[src/rtl/apb_pkg.sv]
// Shared APB3 definitions: initiator state encoding, bus constants and parameter helpers.
package apb_pkg;

    typedef enum logic [1:0] {
        IDLE   = 2'd0,
        SETUP  = 2'd1,
        ACCESS = 2'd2
    } apb_state_e;

    localparam logic        APB_WRITE   = 1'b1;
    localparam logic        APB_READ    = 1'b0;
    localparam int unsigned APB_TIMER_W = 16;
    localparam int unsigned APB_MAX_WAIT = 65535;

    // APB3 data buses are 8, 16 or 32 bits wide
    function automatic bit apb_data_width_ok(input int unsigned w);
        return (w == 8) || (w == 16) || (w == 32);
    endfunction

endpackage

[src/rtl/apb3_initiator_if.sv]
// Request/response handshake plus APB3 bus, viewed from the initiator (master) or its environment (slave).
interface apb3_initiator_if #(
    parameter int unsigned ADDR_WIDTH = 8,
    parameter int unsigned DATA_WIDTH = 32
);
    logic                  req_valid;
    logic                  req_ready;
    logic                  req_write;
    logic [ADDR_WIDTH-1:0] req_addr;
    logic [DATA_WIDTH-1:0] req_wdata;

    logic                  rsp_valid;
    logic [DATA_WIDTH-1:0] rsp_rdata;
    logic                  rsp_err;
    logic                  rsp_timeout;

    logic [ADDR_WIDTH-1:0] PADDR;
    logic [DATA_WIDTH-1:0] PWDATA;
    logic                  PWRITE;
    logic                  PSEL;
    logic                  PENABLE;
    logic [DATA_WIDTH-1:0] PRDATA;
    logic                  PREADY;
    logic                  PSLVERR;

    modport master (
        input  req_valid, req_write, req_addr, req_wdata,
        input  PRDATA, PREADY, PSLVERR,
        output req_ready, rsp_valid, rsp_rdata, rsp_err, rsp_timeout,
        output PADDR, PWDATA, PWRITE, PSEL, PENABLE
    );

    modport slave (
        output req_valid, req_write, req_addr, req_wdata,
        output PRDATA, PREADY, PSLVERR,
        input  req_ready, rsp_valid, rsp_rdata, rsp_err, rsp_timeout,
        input  PADDR, PWDATA, PWRITE, PSEL, PENABLE
    );

endinterface

[src/rtl/apb_wait_timer.sv]
// Counts APB ACCESS wait cycles and flags the cycle on which the wait budget is used up.
module apb_wait_timer
    import apb_pkg::*;
#(
    parameter int unsigned MAX_WAIT = 255
) (
    input  logic clk,
    input  logic rst_n,
    input  logic count_en,
    input  logic clear,
    output logic expired_c
);

    logic [APB_TIMER_W-1:0] cnt_q;

    always_ff @(posedge clk or negedge rst_n) begin
        if (!rst_n) begin
            cnt_q <= '0;
        end else if (clear) begin
            cnt_q <= '0;
        end else if (count_en) begin
            cnt_q <= cnt_q + APB_TIMER_W'(1);
        end
    end

    // fires on the MAX_WAIT-th wait cycle so the response follows on the next edge
    assign expired_c = count_en && (cnt_q == APB_TIMER_W'(MAX_WAIT - 1));

endmodule

[src/rtl/apb3_initiator.sv]
// APB3 initiator: turns a valid/ready request into an IDLE/SETUP/ACCESS transfer with a one-cycle response.
// Optional ACCESS wait timeout is built when APB3_INITIATOR_TIMEOUT_EN is defined.
module apb3_initiator
    import apb_pkg::*;
#(
    parameter int unsigned ADDR_WIDTH     = 8,
    parameter int unsigned DATA_WIDTH     = 32,
    parameter int unsigned TIMEOUT_CYCLES = 255
) (
    input  logic             PCLK,
    input  logic             PRESETN,
    apb3_initiator_if.master bus
);

    if (!apb_data_width_ok(DATA_WIDTH)) begin : g_bad_data_width
        $error("apb3_initiator: DATA_WIDTH must be 8, 16 or 32");
    end
    if ((TIMEOUT_CYCLES < 1) || (TIMEOUT_CYCLES > APB_MAX_WAIT)) begin : g_bad_timeout
        $error("apb3_initiator: TIMEOUT_CYCLES must be in 1..65535");
    end

    apb_state_e            state_q, state_d;
    logic [ADDR_WIDTH-1:0] paddr_d;
    logic [DATA_WIDTH-1:0] pwdata_d;
    logic                  pwrite_d;
    logic                  psel_d;
    logic                  penable_d;
    logic                  req_ready_d;
    logic                  rsp_valid_d;
    logic [DATA_WIDTH-1:0] rsp_rdata_d;
    logic                  rsp_err_d;
    logic                  accept_c;
    logic                  xfer_done_c;

    assign accept_c    = bus.req_valid && bus.req_ready;
    // completer response is only meaningful in a selected, enabled, ready cycle
    assign xfer_done_c = bus.PSEL && bus.PENABLE && bus.PREADY;

`ifdef APB3_INITIATOR_TIMEOUT_EN
    logic timeout_c;
    logic wait_c;
    logic wait_clear_c;
    logic rsp_timeout_d;

    assign wait_c       = (state_q == ACCESS) && !bus.PREADY;
    assign wait_clear_c = (state_q != ACCESS);

    apb_wait_timer #(
        .MAX_WAIT (TIMEOUT_CYCLES)
    ) u_wait_timer (
        .clk       (PCLK),
        .rst_n     (PRESETN),
        .count_en  (wait_c),
        .clear     (wait_clear_c),
        .expired_c (timeout_c)
    );
`endif

    // next-state and next-output decode
    always_comb begin
        state_d     = state_q;
        paddr_d     = bus.PADDR;
        pwdata_d    = bus.PWDATA;
        pwrite_d    = bus.PWRITE;
        rsp_valid_d = 1'b0;
        rsp_rdata_d = bus.rsp_rdata;
        rsp_err_d   = bus.rsp_err;
`ifdef APB3_INITIATOR_TIMEOUT_EN
        rsp_timeout_d = bus.rsp_timeout;
`endif
        unique case (state_q)
            IDLE: begin
                if (accept_c) begin
                    state_d  = SETUP;
                    paddr_d  = bus.req_addr;
                    pwdata_d = bus.req_wdata;
                    pwrite_d = bus.req_write;
                end
            end
            SETUP: begin
                state_d = ACCESS;
            end
            ACCESS: begin
                if (xfer_done_c) begin
                    state_d     = IDLE;
                    rsp_valid_d = 1'b1;
                    rsp_rdata_d = (bus.PWRITE == APB_WRITE) ? '0 : bus.PRDATA;
                    rsp_err_d   = bus.PSLVERR;
`ifdef APB3_INITIATOR_TIMEOUT_EN
                    rsp_timeout_d = 1'b0;
                end else if (timeout_c) begin
                    state_d       = IDLE;
                    rsp_valid_d   = 1'b1;
                    rsp_rdata_d   = '0;
                    rsp_err_d     = 1'b1;
                    rsp_timeout_d = 1'b1;
`endif
                end
            end
            default: begin
                state_d = IDLE;
            end
        endcase
        psel_d      = (state_d != IDLE);
        penable_d   = (state_d == ACCESS);
        req_ready_d = (state_d == IDLE);
    end

    always_ff @(posedge PCLK or negedge PRESETN) begin
        if (!PRESETN) begin
            state_q       <= IDLE;
            bus.PADDR     <= '0;
            bus.PWDATA    <= '0;
            bus.PWRITE    <= APB_READ;
            bus.PSEL      <= 1'b0;
            bus.PENABLE   <= 1'b0;
            bus.req_ready <= 1'b0;
            bus.rsp_valid <= 1'b0;
            bus.rsp_rdata <= '0;
            bus.rsp_err   <= 1'b0;
        end else begin
            state_q       <= state_d;
            bus.PADDR     <= paddr_d;
            bus.PWDATA    <= pwdata_d;
            bus.PWRITE    <= pwrite_d;
            bus.PSEL      <= psel_d;
            bus.PENABLE   <= penable_d;
            bus.req_ready <= req_ready_d;
            bus.rsp_valid <= rsp_valid_d;
            bus.rsp_rdata <= rsp_rdata_d;
            bus.rsp_err   <= rsp_err_d;
        end
    end

`ifdef APB3_INITIATOR_TIMEOUT_EN
    always_ff @(posedge PCLK or negedge PRESETN) begin
        if (!PRESETN) begin
            bus.rsp_timeout <= 1'b0;
        end else begin
            bus.rsp_timeout <= rsp_timeout_d;
        end
    end
`else
    assign bus.rsp_timeout = 1'b0;
`endif

endmodule

[src/flat_wrapper.sv]
// flat-port wrapper written by rule: the top's interface ports become plain ports
module apb3_initiator_flat import apb_pkg::*;
#(
    parameter int unsigned ADDR_WIDTH     = 8,
    parameter int unsigned DATA_WIDTH     = 32,
    parameter int unsigned TIMEOUT_CYCLES = 255
)
  (PCLK, PRESETN, bus_req_valid, bus_req_write, bus_req_addr, bus_req_wdata, bus_PRDATA, bus_PREADY, bus_PSLVERR, bus_req_ready, bus_rsp_valid, bus_rsp_rdata, bus_rsp_err, bus_rsp_timeout, bus_PADDR, bus_PWDATA, bus_PWRITE, bus_PSEL, bus_PENABLE);
  apb3_initiator_if #(.ADDR_WIDTH(ADDR_WIDTH), .DATA_WIDTH(DATA_WIDTH)) bus_i ();
  input  logic PCLK;
  input  logic PRESETN;
  input wire logic [$bits(bus_i.req_valid)-1:0] bus_req_valid;
  input wire logic [$bits(bus_i.req_write)-1:0] bus_req_write;
  input wire logic [$bits(bus_i.req_addr)-1:0] bus_req_addr;
  input wire logic [$bits(bus_i.req_wdata)-1:0] bus_req_wdata;
  input wire logic [$bits(bus_i.PRDATA)-1:0] bus_PRDATA;
  input wire logic [$bits(bus_i.PREADY)-1:0] bus_PREADY;
  input wire logic [$bits(bus_i.PSLVERR)-1:0] bus_PSLVERR;
  output wire logic [$bits(bus_i.req_ready)-1:0] bus_req_ready;
  output wire logic [$bits(bus_i.rsp_valid)-1:0] bus_rsp_valid;
  output wire logic [$bits(bus_i.rsp_rdata)-1:0] bus_rsp_rdata;
  output wire logic [$bits(bus_i.rsp_err)-1:0] bus_rsp_err;
  output wire logic [$bits(bus_i.rsp_timeout)-1:0] bus_rsp_timeout;
  output wire logic [$bits(bus_i.PADDR)-1:0] bus_PADDR;
  output wire logic [$bits(bus_i.PWDATA)-1:0] bus_PWDATA;
  output wire logic [$bits(bus_i.PWRITE)-1:0] bus_PWRITE;
  output wire logic [$bits(bus_i.PSEL)-1:0] bus_PSEL;
  output wire logic [$bits(bus_i.PENABLE)-1:0] bus_PENABLE;
  assign bus_i.req_valid = bus_req_valid;
  assign bus_i.req_write = bus_req_write;
  assign bus_i.req_addr = bus_req_addr;
  assign bus_i.req_wdata = bus_req_wdata;
  assign bus_i.PRDATA = bus_PRDATA;
  assign bus_i.PREADY = bus_PREADY;
  assign bus_i.PSLVERR = bus_PSLVERR;
  assign bus_req_ready = bus_i.req_ready;
  assign bus_rsp_valid = bus_i.rsp_valid;
  assign bus_rsp_rdata = bus_i.rsp_rdata;
  assign bus_rsp_err = bus_i.rsp_err;
  assign bus_rsp_timeout = bus_i.rsp_timeout;
  assign bus_PADDR = bus_i.PADDR;
  assign bus_PWDATA = bus_i.PWDATA;
  assign bus_PWRITE = bus_i.PWRITE;
  assign bus_PSEL = bus_i.PSEL;
  assign bus_PENABLE = bus_i.PENABLE;
  apb3_initiator #(.ADDR_WIDTH(ADDR_WIDTH), .DATA_WIDTH(DATA_WIDTH), .TIMEOUT_CYCLES(TIMEOUT_CYCLES)) u_core (.PCLK(PCLK), .PRESETN(PRESETN), .bus(bus_i));
endmodule
[config.mk]
export PLATFORM = sky130hd
export DESIGN_NAME = apb3_initiator_flat
export DESIGN_NICKNAME = d
export VERILOG_FILES = /design/src/rtl/apb_pkg.sv /design/src/rtl/apb3_initiator_if.sv /design/src/rtl/apb_wait_timer.sv /design/src/rtl/apb3_initiator.sv /design/src/flat_wrapper.sv
export SDC_FILE = /design/constraint.sdc
export NUM_CORES = 1
export LEC_CHECK = 0
export CORE_MARGIN = 4
export CORE_UTILIZATION = 34
export DETAILED_ROUTE_END_ITERATION = 7
export PLACE_DENSITY_LB_ADDON = 0.15
export SETUP_SLACK_MARGIN = 0.2
export SYNTH_ARGS = -nofsm -noshare
export SYNTH_HDL_FRONTEND = slang
export SYNTH_SLANG_ARGS = --single-unit
[constraint.sdc]
create_clock -name PCLK -period 1.8 [get_ports PCLK]
set_input_delay 0.27 -clock PCLK [delete_from_list [all_inputs] [get_ports PCLK]]
set_output_delay 0.27 -clock PCLK [all_outputs]
set_load 0.005 [all_outputs]
-- Yosys cells after proc, flatten, opt, wreduce, memory -nomap -nowiden
Index checks and enable logic that the tools add are counted.
Widths: inputs -> output; s select.
- bits in registers: 80
- output and inout port bits: 79
- bits in latches: 0
- input port bits: 78
- bits in writable memories: 0
- memories kept: 0
- bits in read-only memories: 0
- $lt $le $gt $ge: 0
- bitwise gates (word level): 0
- divide/modulo/power cells: 0
- reductions and logical operators: 8
- shift-type cells: 0
- $add $sub $neg: 0
- eq/ne operators: 3
- $mul: 0
- muxes and demuxes: 6
- operators by type and width (cell ; number):
    $mux 32 ; 1
    $pmux 2 s3 ; 1
    $eq 2x2->1 const B ; 2
    $logic_not 2->1 ; 2
    $mux 2 ; 2
    $reduce_and 2->1 ; 2
    $logic_and 1x1->1 ; 3
    $eq 2x1->1 const B ; 1
    $mux 1 ; 2
    $reduce_bool 2->1 ; 1

-- Logic depth before layout (Yosys ltp)
Gate-level depths: netlist (run 1).
- word-level depth: 5
- depth in mapped cells: 5
- gate-level depth less buffers: 3

-- Worst setup path before layout (run 1)
No wires, ideal clock.
- path type: reg2reg
- from: register u_core.state_q[0]
- to: register u_core.bus.PWDATA[20]
- path buffers: 1
- data required time: 1.675 ns
- slack: 0.395 ns
- arrival: 1.280 ns
- cell stages (with the launch flop): 4
- path through: dfrtp_1 > nor3_4 > buf_6 > mux2_2
- word-level cells in the longest chain between the ends: 2
- ends and longest elaborated chain (what ; line ; RTL):
    start: declaration ; apb3_initiator.sv:22 ; apb_state_e state_q, state_d;
    start signal: assignment ; apb3_initiator.sv:122 ; state_q <= state_d;
    $logic_not 2->1 ; apb3_initiator.sv:71 ; unique case (state_q)
    $reduce_and 2->1 (no line) ; -- ;
    end signal: assignment ; apb3_initiator.sv:124 ; bus.PWDATA <= pwdata_d;
    end: declaration ; apb3_initiator_if.sv:30 ; output PADDR, PWDATA, PWRITE, PSEL, PENABLE
No other way between the ends.
A chain may end at the register's enable or synchronous reset.

-- Worst setup path in the final report (run 1)
- from: register u_core.bus.PSEL
- to: output bus_PSEL
- RTL lines (what ; line ; RTL):
    start: declaration ; apb3_initiator_if.sv:30 ;
    start signal: assignment ; apb3_initiator.sv:126 ; bus.PSEL <= psel_d;
    end: declaration ; flat_wrapper.sv:27 ; output wire logic [$bits(bus_i.PSEL)-1:0] bus_PSEL;
No word-level cell between the ends.

==> flow_summary.yaml, run 1 <==
clocking:
  numCtsBuffers: 9
  clk_pin_slew_worst_paths_ns: 0.08
  cts_tree: "yes"
  cts.sinks: 80
  cts_root_buf: "clkbuf_8"
  worstSkewPairLatency_ns: 0.34
  cts_buffer_depth: 2
  htreeDepth: 3
route:
  wl_met2_um: 3830
  top_layer_used: "met4"
  wl_per_cell_um: 15.1
  wl_um: 8140
  num_vias: 2543
  wirelength_met1_um: 3490
  drtPass1Iterations: 4
  vias_per_cell: 4.71
  met3WireLength_um: 694
  drc: 0
  antenna_left: 0
  drtIter0Drc: 91
sta:
  layout_worst_path_cycle_share: 0.857
  maxSlewViolCount: 0
  max_freq_ghz: 0.649
  clock_skew_ns: 0.0105
  finalHoldViolCount: 0
  min_period_ns: 1.54
  totalNegativeSetupSlack_ns: 0
  rsz0062_at_grt: "false"
  setup_viol: 0
synth:
  synthCells: 253
  synthArstFlopShare: 1.00
  syn_area_per_cell_um2: 12.8
  yosysSeqAreaShare: 0.619
  ys_top_cells_by_area: "dfrtp_1 (62%), mux2_2 (14%), o41ai_1 (8.7%), o21ai_0 (5.3%), inv_1 (3.7%)"
  synth_common_cells: "dfrtp_1 (80), mux2_2 (39), o21ai_0 (34), inv_1 (32), o41ai_1 (32)"
  synth.most_common_cell: "dfrtp_1"
  yosysUniqueCellTypes: 18
  synth_warnings: 0
  yosysTopAreaCell: "dfrtp_1"
  syn_area_mm2: 0.00323
  synth-seq-cells: 80
  synth_top_area_frac: 0.619
  ys.flop_type: "dfrtp_1"
  synth_edf_count: 0
  syn_nets: 331
place:
  io_buffers: 155
  hpwl_um: 5770
  place_congestion: 0.711
  place_area_mm2: 0.00491
global_routing:
  grt_antenna_before_repair: 0
  grt_use_total: 0.148
  grt_pass1_wl_um: 13100
  grt_max_degree: 49
  overflow: 0
  grt_pass1_vias: 2489
power_and_ir_drop:
  powerDensity_mw_per_mm2: 1580
  leakage_nw: 2.16
  vdd_drop_max_v: 0.000832
cells_and_area:
  synthToLayoutAreaGrowth_pct: 57.8
  stdcell_area_mm2: 0.00510
  antenna_cells: 0
  fin_nets: 484
  drive_above_1_share: 0.168
critical_path:
  crit_path_start_kind: "flop"
  reg2reg_depth: 4
  crit_path_end_kind: "output port"
  cpLargestDelayFamily: "buffers and inverters"
  slowest_delay_ns: 0.54
  path_class: "flop to output port"
  critPathBufInv: 1
  path_cells: "clkdlybuf4s50_1"
  cp.required_ns: 1.53
  path_max_fanout: 3
  crit_path_top_delay_cell: "clkdlybuf4s50_1"
  worstPathArrival_ns: 1.27
  cp.depth: 1
die:
  ios: 157
  die_y_um: 106
  die_x_um: 106
  placement_rows: 35
  start_util: 0.350
  dieArea_mm2: 0.0111
  core_area_mm2: 0.00924
job:
  cap_violations: 0
run_status:
  outcome: "finished, final reports clean"
hold_path:
  hold_class: "primary input to asynchronous set/reset pin"
[cell type report]
class / instances / area (um^2)
Clock inverter: 5 / 32.5
Sequential cell: 80 / 2000
Inverter: 32 / 120
Timing Repair Buffer: 165 / 1650
Clock buffer: 11 / 141
Multi-Input combinational cell: 118 / 992
Tap cell: 129 / 161
Fill cell: 810 / 4140
[flip-flops by register name, indices dropped and copies added (netlist names)]
name,count
u_core.bus.PENABLE,1
u_core.bus.PADDR,8
u_core.bus.req_ready,1
u_core.bus.rsp_err,1
u_core.state_q,2
u_core.bus.PWRITE,1
u_core.bus.PWDATA,32
u_core.bus.rsp_rdata,32
u_core.bus.PSEL,1
u_core.bus.rsp_valid,1
[per-stage QoR]
| step | worst slack, ns | hold WS [ns] | instances | utilization | power, mW |
|---|---|---|---|---|---|
| 2_1_floorplan | 0.395 | -0.0256 | 253 | - | 4.67 |
| 3_5_place_dp | 0.0869 | 0.242 | 522 | 0.531 | 6.96 |
| 6_report | 0.258 | 0.427 | 540 | 0.552 | 8.08 |
| 5_1_grt | 0.205 | 0.456 | 540 | 0.552 | 8.68 |
| 4_1_cts | 0.224 | 0.435 | 540 | 0.552 | 8.21 |
| 3_3_place_gp | 0.103 | 0.247 | 522 | 0.531 | 6.88 |
[worst paths after layout]
path	start	end	slack [ns]
min reg2reg	u_core.bus.PWDATA[22]	u_core.bus.PWDATA[22]	0.49
max in group asynchronous	PRESETN	u_core.bus.PWDATA[25]	0.76
max	u_core.bus.PSEL	bus_PSEL	0.26
max reg2reg	u_core.state_q[0]	u_core.bus.PSEL	0.39
min in group PCLK	bus_PRDATA[19]	u_core.bus.rsp_rdata[19]	0.48
min	PRESETN	u_core.bus.rsp_rdata[21]	0.43
[metal layers]
metal  vias to the layer above  GRT usage
met1                      1218      0.200
met2                       108      0.220
met4                         0     0.0527
met5                         -          0
li1                       1208          -
met3                         9     0.0539
[where the power goes]
group	leakage, nW	switching (mW)	internal (mW)
registers	0.986	0.449	2.68
logic	1.09	1.37	2.39
clock network	0.0813	0.652	0.534
[logic make-up after synthesis]
kind of cell,synth area share
buffers and inverters,0.0766
other,0.00116
flip-flops,0.619
AO/OA/AOI/OAI,0.139
AND/OR/NAND/NOR,0.0178
multiplexers,0.146
[cells in the final DEF (no fill, tap or decap), drive strengths merged]
cell type,Yosys,routed
clkinv,0,2
and3,1,1
clkbuf,12,11
clkinvlp,0,3
clkdlybuf4s50,0,154
buf,11,10
inv,32,32
conb,1,1
nand2b,2,2
o41ai,32,32
dfrtp,80,80
dlygate4sd3,0,1
nor3,1,1
nor2,2,2
nand3,1,1
o21ai,34,34
or2,1,1
mux2,42,42
nand2,1,1
[timing repair]
item,CTS,global route
buffers inserted,1,0
hold buffers,1,0
endpoints found under the hold margin,32,0
setup endpoints to repair,1,0
gates resized for setup,1,0
Note: power is estimated with default switching activity, not from simulation.
==> run 2: changes to the inputs <==
Settings changed: ABC_AREA set to 1.
==> run 2 against run 1 <==
Critical path depth did not move. Largest power group unchanged. Register-to-register slack improved by 0.03 ns. Synthesized cell count up 76%. First-iteration DRC count up 65%. Sequential power up 1%. Core utilization is 2.9 points lower. Non-clock buffer count unchanged. Setup slack improved by 0.012 ns. Combinational power up 13%. Total power rose by 8.7%.
==> flow_summary.yaml, run 2 <==
synth:
  synth_common_cells: "inv_1 (112), dfrtp_1 (80), nand2_1 (79), nand3_1 (35)"
  syn_area_per_cell_um2: 8.55
  synth_warnings: 0
  syn_nets: 524
  synth.most_common_cell: "inv_1"
  synthCells: 446
  yosysUniqueCellTypes: 20
  synth-seq-cells: 80
  yosysSeqAreaShare: 0.525
  yosysTopAreaCell: "dfrtp_1"
  synthArstFlopShare: 1.00
  ys_top_cells_by_area: "dfrtp_1 (52%), inv_1 (11%), nand2_1 (7.8%), o21bai_1 (6.5%), o21ai_2 (5.3%)"
  syn_area_mm2: 0.00381
  synth_edf_count: 0
  synth_top_area_frac: 0.525
  ys.flop_type: "dfrtp_1"
sta:
  rsz0062_at_grt: "false"
  min_period_ns: 1.53
  slew_headroom: 0.570
  max_freq_ghz: 0.653
  layout_setup_ws_ns: 0.270
  totalNegativeSetupSlack_ns: 0
  maxSlewViolCount: 0
  finalHoldViolCount: 0
  layout_worst_path_cycle_share: 0.850
  clock_skew_ns: 0.00537
  tightest_slew_ns: 0.643
  setup_viol: 0
cells_and_area:
  postLayoutCoreUtil: 0.523
  layout_common_cells: "clkdlybuf4s50_1 (153), inv_1 (112), dfrtp_1 (80), nand2_1 (79), nand3_1 (35)"
  antenna_cells: 0
  reg.largest.list: "u_core.bus.PWDATA: 32 flops, u_core.bus.rsp_rdata: 32 flops, u_core.bus.PADDR: 8 flops"
  synthToLayoutAreaGrowth_pct: 49.3
  drive_above_1_share: 0.0883
  fin_nets: 674
  layout_commonest_cell: "clkdlybuf4s50_1"
critical_path:
  cpLargestDelayFamily: "buffers and inverters"
  cp.required_ns: 1.53
  r2r-end: "u_core.bus.rsp_rdata[7]"
  rrSetupSlack_ns: 0.42
  crit_path_end_kind: "output port"
  slowest_delay_ns: 0.52
  path_class: "flop to output port"
  path_cells: "clkdlybuf4s50_1"
  reg2reg_from: "u_core.state_q[0]"
  reg2reg_depth: 4
  critPathBufInv: 1
  crit_path_start_kind: "flop"
  worstPathArrival_ns: 1.26
  path_max_fanout: 2
  crit_path_top_delay_cell: "clkdlybuf4s50_1"
route:
  drtIter0Drc: 150
  vias_per_cell: 4.25
  wl_per_cell_um: 13.0
  antenna_left: 0
  num_vias: 3148
  drtPass1Iterations: 4
  drc: 0
  wl_um: 9620
die:
  dieArea_mm2: 0.0130
  ios: 157
  die_y_um: 114
  die_x_um: 114
  start_util: 0.350
  core_area_mm2: 0.0109
  placement_rows: 38
global_routing:
  grt_antenna_before_repair: 0
  grt_pass1_vias: 3222
  grt.busiest_layer: "met2"
  grtUsageMet2: 0.228
  met1_usage: 0.197
  grt_max_degree: 48
  overflow: 0
  grt_pass1_wl_um: 15800
  grt_use_total: 0.151
  met3_usage: 0.0552
hold_path:
  hold_class: "primary input to asynchronous set/reset pin"
power_and_ir_drop:
  vdd_drop_max_v: 0.000799
  powerDensity_mw_per_mm2: 1540
  leakage_nw: 2.86
clocking:
  cts.sinks: 80
  numCtsBuffers: 9
  cts_root_buf: "clkbuf_8"
  worstSkewPairLatency_ns: 0.34
  htreeDepth: 3
  cts_buffer_depth: 2
  clk_pin_slew_worst_paths_ns: 0.08
  cts_tree: "yes"
place:
  hpwl_um: 6760
  place_congestion: 0.729
  place_ws_ns: 0.353
  io_buffers: 155
run_status:
  outcome: "finished, final reports clean"
job:
  cap_violations: 0
[run 2: cell types whose count changed after synthesis, sizes merged, moves of 2 or more]
cell,delta
o21ai,+7
mux2,-42
buf,+12
clkbuf,-9
nand2b,-2
nor2,+34
nand3,+34
nand2,+81
o21bai,+33
o41ai,-32
inv,+80
[run 2: area by class of cell]
| class | count | area (um^2) |
|---|---|---|
| Tap cell | 140 | 175 |
| Clock buffer | 13 | 169 |
| Clock inverter | 2 | 37.5 |
| Multi-Input combinational cell | 228 | 1190 |
| Timing Repair Buffer | 165 | 1700 |
| Inverter | 112 | 420 |
| Sequential cell | 80 | 2000 |
| Fill cell | 1042 | 5190 |
[run 2: worst max-delay path by stage]
stage                                     from               endpoint  slack [ns]  cells past startpoint
after floorplan              u_core.state_q[0]  u_core.bus.PWDATA[19]        0.68                      6
after global placement           bus_req_valid   u_core.bus.req_ready        0.38                      7
after detailed placement         bus_req_valid   u_core.bus.req_ready        0.35                      7
after CTS                      u_core.bus.PSEL               bus_PSEL        0.21                      1
after global routing      u_core.bus.req_ready          bus_req_ready        0.20                      1
final                     u_core.bus.req_ready          bus_req_ready        0.27                      1
[run 2: cell families after synthesis]
logic type / Yosys count / synth area share
AND/OR/NAND/NOR: 153 / 0.167
buffers and inverters: 138 / 0.165
flip-flops: 80 / 0.525
AO/OA/AOI/OAI: 74 / 0.141
other: 1 / 0.000983
[run 2: power by group]
| part | switching [mW] | total [mW] | internal, mW |
|---|---|---|---|
| Clock | 0.621 | 1.37 | 0.748 |
| Combinational | 1.85 | 4.24 | 2.39 |
| Sequential | 0.508 | 3.17 | 2.66 |
| Total | 2.98 | 8.78 | 5.80 |
[run 2: metrics by stage]
step | cell area (um^2) | std cells | hold WS [ns] | power, mW
floorplan | 3810 | 446 | -0.0256 | 5.17
global placement | 5470 | 723 | 0.267 | 7.40
detailed placement | 5470 | 723 | 0.275 | 7.49
CTS | 5680 | 739 | 0.428 | 8.94
global route | 5690 | 740 | 0.442 | 9.51
finish | 5690 | 740 | 0.430 | 8.78
[run 2: repair_timing]
item / in CTS / in global routing
hold buffers: 1 / 0
endpoints found under the setup margin: 0 / 2
endpoints found under the hold margin: 34 / 0
gates resized for setup: 0 / 1
setup buffers: 0 / 1
[run 2: per-layer routing]
metal | wire length, um | share of wire
met1 | 4310 | 0.45
met2 | 4270 | 0.44
met3 | 891 | 0.093
met4 | 146 | 0.015
met5 | 0 | 0
==> run 3: changes to the inputs <==
Settings changed: CORE_UTILIZATION 34 to 44, CTS_BUF_LIST set to sky130_fd_sc_hd__clkbuf_2 sky130_fd_sc_hd__clkbuf_4 sky130_fd_sc_hd__clkbuf_8, MAX_ROUTING_LAYER set to met4.
==> run 3 against run 2 <==
Critical path depth unchanged. Sequential power about the same. Non-clock buffer count unchanged. Design area decreased by 1.8%. Clock power decreased by 7%. First-iteration DRC count decreased by 44%. Die area decreased by 21%. Sequential share of layout area increased by 0.66 points. Via count increased by 2.3%. Routed wire length decreased by 3.1%. Maximum frequency increased by 0.98%.
==> flow_summary.yaml, run 3 (same netlist as run 2, synthesis figures left out) <==
die:
  die_x_um: 101
  placement_rows: 33
  start_util: 0.457
  die_y_um: 101
  ios: 157
  dieArea_mm2: 0.0102
  core_area_mm2: 0.00834
clocking:
  ctsResizeCount: 0
  cts_root_buf: "clkbuf_8"
  cts_buffer_depth: 2
  htreeDepth: 3
  worstSkewPairLatency_ns: 0.33
  cts_setup_buffers: 0
  cts.sinks: 80
  numCtsBuffers: 9
  clk_pin_slew_worst_paths_ns: 0.08
  hold_buffers: 1
  cts_tree: "yes"
critical_path:
  path_max_fanout: 2
  cpLargestDelayFamily: "buffers and inverters"
  path_class: "flop to output port"
  r2r-end: "u_core.bus.rsp_rdata[17]"
  rrSetupSlack_ns: 0.42
  crit_path_end_kind: "output port"
  reg2reg_depth: 4
  crit_path_start_kind: "flop"
  crit_path_top_delay_cell: "clkdlybuf4s50_1"
  critPathBufInv: 1
  worstPathArrival_ns: 1.25
  path_cells: "clkdlybuf4s50_1"
  reg2reg_from: "u_core.state_q[0]"
  cp.required_ns: 1.53
  slowest_delay_ns: 0.52
cells_and_area:
  fin_cells: 705
  multi_input_area_mm2: 0.00118
  fin_nets: 674
  seqCellArea_mm2: 0.00200
  fillers: 718
  synthToLayoutAreaGrowth_pct: 46.6
  layout_commonest_cell: "clkdlybuf4s50_1"
  stdcell_area_mm2: 0.00559
  reg.largest.list: "u_core.bus.PWDATA: 32 flops, u_core.bus.rsp_rdata: 32 flops, u_core.bus.PADDR: 8 flops"
  drive_above_1_share: 0.0900
  layout_common_cells: "clkdlybuf4s50_1 (154), inv_1 (112), dfrtp_1 (80), nand2_1 (79), nand3_1 (35)"
  antenna_cells: 0
sta:
  rsz0062_at_grt: "false"
  finalHoldViolCount: 0
  maxSlewViolCount: 0
  totalNegativeSetupSlack_ns: 0
  layout_worst_path_cycle_share: 0.842
  setup_viol: 0
  max_freq_ghz: 0.660
  tightest_slew_ns: 0.660
  clock_skew_ns: 0.00754
  slew_headroom: 0.559
  min_period_ns: 1.52
place:
  place_area_mm2: 0.00539
  place_congestion: 0.829
  hpwl_um: 6720
  dp.cells: 689
  io_buffers: 155
route:
  drtIter0Drc: 84
  vias_per_cell: 4.57
  num_vias: 3219
  wl_per_cell_um: 13.2
  wl_um: 9320
  antenna_left: 0
  drtPass1Iterations: 4
  drc: 0
power_and_ir_drop:
  power_frac_comb: 0.482
  leakage_nw: 2.83
  powerDensity_mw_per_mm2: 1540
  p_sw_frac: 0.341
  clkPwrFrac: 0.149
  vdd_drop_max_v: 0.000820
  p_seq_frac: 0.369
  switching_power_mw: 2.94
  internal_power_mw: 5.68
job:
  cap_violations: 0
global_routing:
  grt_pass1_wl_um: 15000
  overflow: 0
  grt_max_degree: 48
  grt_use_total: 0.190
  grt_antenna_before_repair: 0
  grt_pass1_vias: 3185
run_status:
  outcome: "finished, final reports clean"
hold_path:
  hold_class: "primary input to asynchronous set/reset pin"
-- run 3: cell count changes in the layout (fill, tap and decap cells not counted), moves of 2 or more --
cell,previous run,this run
buf_4,4,7
buf_12,6,3
clkbuf_8,12,10
clkinv_2,0,3
-- run 3: how the worst max path moves through the flow --
stage	from	to	slack (ns)	cells past startpoint
floorplan	u_core.state_q[0]	u_core.bus.PWDATA[19]	0.68	6
CTS	u_core.bus.PSEL	bus_PSEL	0.26	1
detailed placement	bus_PREADY	u_core.bus.rsp_rdata[9]	0.29	5
finish	u_core.bus.rsp_rdata[3]	bus_rsp_rdata[3]	0.28	1
global route	u_core.bus.PSEL	bus_PSEL	0.22	1
global placement	bus_req_valid	u_core.bus.PSEL	0.33	6
-- run 3: per-stage QoR --
stage               hold slack, ns  total power [mW]   util  setup WS (ns)
global placement             0.212              7.30  0.646          0.325
global route                 0.400              9.30  0.670          0.218
CTS                          0.394              8.75  0.670          0.256
finish                       0.388              8.63  0.670          0.285
floorplan                  -0.0256              5.17      -          0.684
detailed placement           0.216              7.42  0.646          0.290
-- run 3: layer usage --
layer / vias to the layer above / global-route usage / routed length [um]
met5: - / - / 0
met4: 0 / 0.0511 / 74
met3: 8 / 0.0533 / 620
met2: 101 / 0.298 / 4560
met1: 1494 / 0.243 / 4060
li1: 1616 / - / -
-- run 3: worst reg2reg max path, delay by kind of cell (launching register included) --
kind                   cells  cell delay [ns]
buffers and inverters      1             0.09
AO/OA/AOI/OAI              1             0.31
flip-flops                 1             0.44
AND/OR/NAND/NOR            2             0.44
-- run 3: power by group through the flow --
stage | sequential [mW] | combinational [mW] | clock [mW]
after floorplan | 3.21 | 1.96 | 0
after global placement | 3.17 | 4.12 | 0
after detailed placement | 3.20 | 4.22 | 0
after CTS | 3.19 | 4.24 | 1.32
after global routing | 3.30 | 4.59 | 1.40
final | 3.19 | 4.16 | 1.28
-- run 3: area by class of cell --
type,instances,share of cell area
tap,105,0.0235
inverter,112,0.0752
clock buffer,11,0.0260
multi-input combinational,228,0.211
sequential,80,0.358
clock inverter,4,0.00806
timing repair buffer,165,0.298
==> RTL change 1: new RTL, config.mk and constraints of run 3 <==
Encoding of `apb_state_e`: now one-hot (3 bits for 3 states).
--- a/src/rtl/apb_pkg.sv
+++ b/src/rtl/apb_pkg.sv
@@ -1,10 +1,10 @@
 // Shared APB3 definitions: initiator state encoding, bus constants and parameter helpers.
 package apb_pkg;
 
-    typedef enum logic [1:0] {
-        IDLE   = 2'd0,
-        SETUP  = 2'd1,
-        ACCESS = 2'd2
+    typedef enum logic [2:0] {
+        IDLE   = 3'b001,
+        SETUP  = 3'b010,
+        ACCESS = 3'b100
     } apb_state_e;
 
     localparam logic        APB_WRITE   = 1'b1;
Check against the original RTL: no difference found for any inputs over 10 cycles, from zero or initial values and one cycle with PRESETN low; not proved beyond that.
==> RTL change 1 against run 3 <==
- non-clock buffer count grew 2
- total power shrank 20%
- area after synthesis shrank 0.89%
- sequential cell count grew 1
- wire length grew 0.59%
- final area grew 0.58%
- hold slack gained 3.7 ps
- fmax grew 0.50%
- worst setup slack gained 7.6 ps
- via count grew 2.2%
==> RTL change 1: results (changes against run 3) <==
- Top cells by instance count after synthesis: nand2_1 (159), dfrtp_1 (80), inv_1 (67), nand3_1 (35), nor2_1 (35)
- First-pass GRT wire length: 15,640 µm (+4.0%)
- The fraction of layout cells with a size suffix above 1 came to 0.07818 (-0.01182).
- In this run the clock root is driven by a clkbuf_8.
- Via-per-instance ratio: 4.577 (+0.25%)
* Layout Skew: 10.03 ps (+2.492 ps)
- Ranked by total cell area, the synthesized netlist is headed by dfrtp_1 (53%), nand2_1 (16%), inv_1 (6.7%).
- Sum of net half-perimeters after detailed placement: 6785 µm (+0.94%)
- Portion of the post-synthesis area used by sequential elements: 0.5366 (+0.01164)
- Post-synthesis cell type count: 18 (-10%)
- The number of vias after detailed routing was 3,291 (+2.2%).
* Worst supply voltage drop on vdd: 756.4 µV (-7.8%)
- Largest net degree at the start of global routing: 43 (-10%)
* Reg2reg end: u_core.bus.rsp_rdata[8]
- The violation count after the first detailed-routing iteration was 137 (+63%).
- The cell count of the worst reg-to-reg path came to 5 (+1).
- The weighted congestion reported at the end of routability-driven placement is 0.7267 (-12%).
- The final hold violation count was 0 (unchanged).
- Synth Net Count: 535 (+2.1%)
* Net total in the final layout: 687 (+1.9%)
* RR Startpoint: u_core.state_q[2]
- The run finished with clean final reports.
* Fraction of the mapped netlist area in compound gates: 0.06687 (-0.07454)
- Worst-case register-to-register setup slack: 400 ps (-20 ps)
- Synthesized instance count: 457 (+2.5%)
- Cells after DPL: 702 (+1.9%)
- The maximum number of buffers from clock root to sink was 2 (unchanged).
* Fraction of registers with async set/reset: 1.000 (unchanged)
- Leakage dissipation: 2.832 nW (about the same)
* Aggregate global-route resource usage: 0.1981 (+0.008003)
* Average wire per cell in the routed design: 13.04 µm (-1.4%)
RTL change 1: cell count changes after synthesis, sizes merged:
cell | before | now
inv | 112 | 71
nand2 | 82 | 169
clkbuf | 3 | 5
o21ai | 41 | 1
nand3 | 35 | 38
buf | 23 | 21
nor2 | 36 | 37
dfstp | 0 | 1
RTL change 1: stage by stage:
stage	power, mW	hold slack, ps	setup slack, ps	area (µm²)
finish	6.906	391.2	292.2	5622
floorplan	3.994	-25.59	591.5	3780
detailed placement	5.472	218.5	298.0	5370
global placement	5.399	223.3	357.7	5370
global route	7.420	415.7	221.6	5622
CTS	7.021	395.7	215.8	5614
RTL change 1: layer usage:
| layer | up-vias | global-route usage | wire, µm |
|---|---|---|---|
| li1 | 1655 | - | - |
| met1 | 1495 | 0.2438 | 3788 |
| met2 | 132 | 0.3134 | 4530 |
| met3 | 9 | 0.06990 | 957 |
| met4 | 0 | 0.04870 | 102 |
| met5 | - | - | 0 |
RTL change 1: repair_timing:
item                       4_1_cts  5_1_grt
gates resized for setup          0        2
hold endpoints to repair        26        0
setup endpoints to repair        0       34
hold buffers                     1        0
RTL change 1: report_power, final:
group	switching (mW)	leakage (nW)	internal [mW]
Combinational	1.22	1.76	1.46
Clock	0.637	0.112	0.873
Sequential	0.338	0.963	2.37
RTL change 1: worst max path at each step:
| stage | start | endpoint | slack, ps | depth (start not counted) |
|---|---|---|---|---|
| floorplan | u_core.state_q[0] | u_core.bus.PWRITE | 590 | 6 |
| global placement | u_core.state_q[0] | u_core.bus.req_ready | 360 | 5 |
| detailed placement | u_core.state_q[0] | u_core.bus.req_ready | 300 | 5 |
| CTS | u_core.bus.req_ready | bus_req_ready | 220 | 1 |
| global route | u_core.bus.PWDATA[28] | bus_PWDATA[28] | 220 | 1 |
| finish | u_core.bus.PADDR[3] | bus_PADDR[3] | 290 | 1 |
RTL change 1: cells by family after synthesis:
group	after synthesis
other	1
flip-flops	81
AO/OA/AOI/OAI	34
buffers and inverters	97
AND/OR/NAND/NOR	244
RTL change 1: cell type report:
cell class              instances  area (µm²)
clock buffers                  12       158.9
clock inverters                 4       75.07
fillers                       725        2678
inverters                      71       266.5
multi-input cells             279        1280
flip-flops and latches         81        2028
well taps                     105       131.4
repair buffers                167        1682
==> RTL change 2: new RTL, settings of run 3 <==
Made on the original files. `ADDR_WIDTH` is set to 8 in 3 places; all go to 9.
--- a/src/rtl/apb3_initiator_if.sv
+++ b/src/rtl/apb3_initiator_if.sv
@@ -1,6 +1,6 @@
 // Request/response handshake plus APB3 bus, viewed from the initiator (master) or its environment (slave).
 interface apb3_initiator_if #(
-    parameter int unsigned ADDR_WIDTH = 8,
+    parameter int unsigned ADDR_WIDTH = 9,
     parameter int unsigned DATA_WIDTH = 32
 );
     logic                  req_valid;
--- a/src/rtl/apb3_initiator.sv
+++ b/src/rtl/apb3_initiator.sv
@@ -3,7 +3,7 @@
 module apb3_initiator
     import apb_pkg::*;
 #(
-    parameter int unsigned ADDR_WIDTH     = 8,
+    parameter int unsigned ADDR_WIDTH     = 9,
     parameter int unsigned DATA_WIDTH     = 32,
     parameter int unsigned TIMEOUT_CYCLES = 255
 ) (
--- a/src/flat_wrapper.sv
+++ b/src/flat_wrapper.sv
@@ -1,7 +1,7 @@
 // flat-port wrapper written by rule: the top's interface ports become plain ports
 module apb3_initiator_flat import apb_pkg::*;
 #(
-    parameter int unsigned ADDR_WIDTH     = 8,
+    parameter int unsigned ADDR_WIDTH     = 9,
     parameter int unsigned DATA_WIDTH     = 32,
     parameter int unsigned TIMEOUT_CYCLES = 255
 )
Interface: changed (resized bus_PADDR and bus_req_addr); port bits go from 157 to 159. No check against the original RTL was run, so the function may have changed too.
==> RTL change 2 against run 3 <==
- sequential cell count is 1 higher
- sequential power barely moved
- wire length shrank 1.3%
- critical path depth unchanged
- count of clock-buffer cells in the layout is 1 lower
- global-route usage rose by 0.078 points
- area after synthesis shrank 0.39%
- total power up 1.2%
- worst setup slack worse by 2.1 ps
- final area increased by 1.3%
- synthesized cell count increased by 0.90%
- critical path type unchanged
- critical endpoint is now bus_PENABLE
==> RTL change 2: results (changes against run 3) <==
- The wire length on met1 came to 3943 µm (-3.0%).
* Via count: 3,250 (+0.96%)
* Aggregate global-route resource usage: 0.1909 (+0.0007807)
- The endpoint identified for the worst register-to-register timing path is u_core.bus.rsp_rdata[21].
- Transition at the pin with the smallest max-transition slack: 663.0 ps (+3.408 ps)
* Number of clock buffer instances in the layout: 10 (-1)
- The worst-case hold slack came to 389.3 ps (+1.787 ps).
- The largest registers in the layout are u_core.bus.PWDATA x32, u_core.bus.rsp_rdata x32, u_core.bus.PADDR x9.
- Cells after DPL: 695 (+0.87%)
- Largest cells by area after synthesis: dfrtp_1 (53%), inv_1 (11%), nand2_1 (8.0%)
* Final cell count without fillers: 712 (+0.99%)
- Run status: finished clean
- The via count of the first global-routing pass came to 3,198 (+0.41%).
- Count of non-CTS buffers in the layout: 167 (+1.2%)
- The weighted congestion reported at the end of routability-driven placement was 0.7608 (-8.3%).
- First-pass GRT wire length: 15,070 µm (+0.18%)
- Average wire per cell in the routed design: 12.93 µm (-2.2%)
- The met2 capacity usage during global routing is 0.2982 (about the same).
- Largest net degree at the start of global routing: 41 (-15%)
- The delay of the slowest cell on the worst path came to 540 ps (+20 ps).
- Net total in the final layout: 681 (+1.0%)
* Register bit total from synthesis: 81 (+1.3%)
- Filler instances: 698 (-2.8%)
- Inverters: 113 (+0.89%)
* Non-clock buffer share: 0.3019 (+0.004139)
* Share of layout cells above drive strength 1: 0.07908 (-0.01092)
* Share of the final layout cell area in multi-input gates: 0.2066 (-0.004698)
- The placement-stage worst setup slack was 299.4 ps (+9.344 ps).
- Synth Net Count: 529 (+0.95%)
- The half-perimeter wire length after placement came to 6742 µm (+0.30%).
* Highest net fanout along the worst path: 3 (+1)
* DIE AREA: 0.01018 mm² (-0.37%)
* F_max: 658.9 MHz (-0.14%)
* Register Area: 0.002027 mm² (+1.2%)
- Portion of the post-synthesis area used by sequential elements: 0.5336 (+0.008662)
[RTL change 2: changes by cell type after synthesis, sizes merged]
cell | before | now
nand2 | 82 | 83
o21ai | 41 | 42
inv | 112 | 113
clkbuf | 3 | 2
buf | 23 | 24
dfrtp | 80 | 81
[RTL change 2: cell families after synthesis]
group,share of synthesized area
DFF,0.5336
and+or+nand+nor,0.1696
other,0.0009872
buffers and inverters,0.1584
AOI/OAI and AO/OA,0.1374
[RTL change 2: worst max path at each step]
stage	end	start	depth (start not counted)
CTS	bus_PENABLE	u_core.bus.PENABLE	1
floorplan	u_core.bus.PWRITE	u_core.state_q[0]	6
global placement	u_core.bus.PWDATA[20]	bus_req_valid	7
finish	bus_PENABLE	u_core.bus.PENABLE	1
detailed placement	u_core.bus.rsp_rdata[21]	bus_PREADY	5
global route	bus_PENABLE	u_core.bus.PENABLE	1
[RTL change 2: power breakdown]
part           switching [mW]  internal [mW]
registers               0.491           2.69
logic                    1.83           2.39
clock network           0.669          0.662
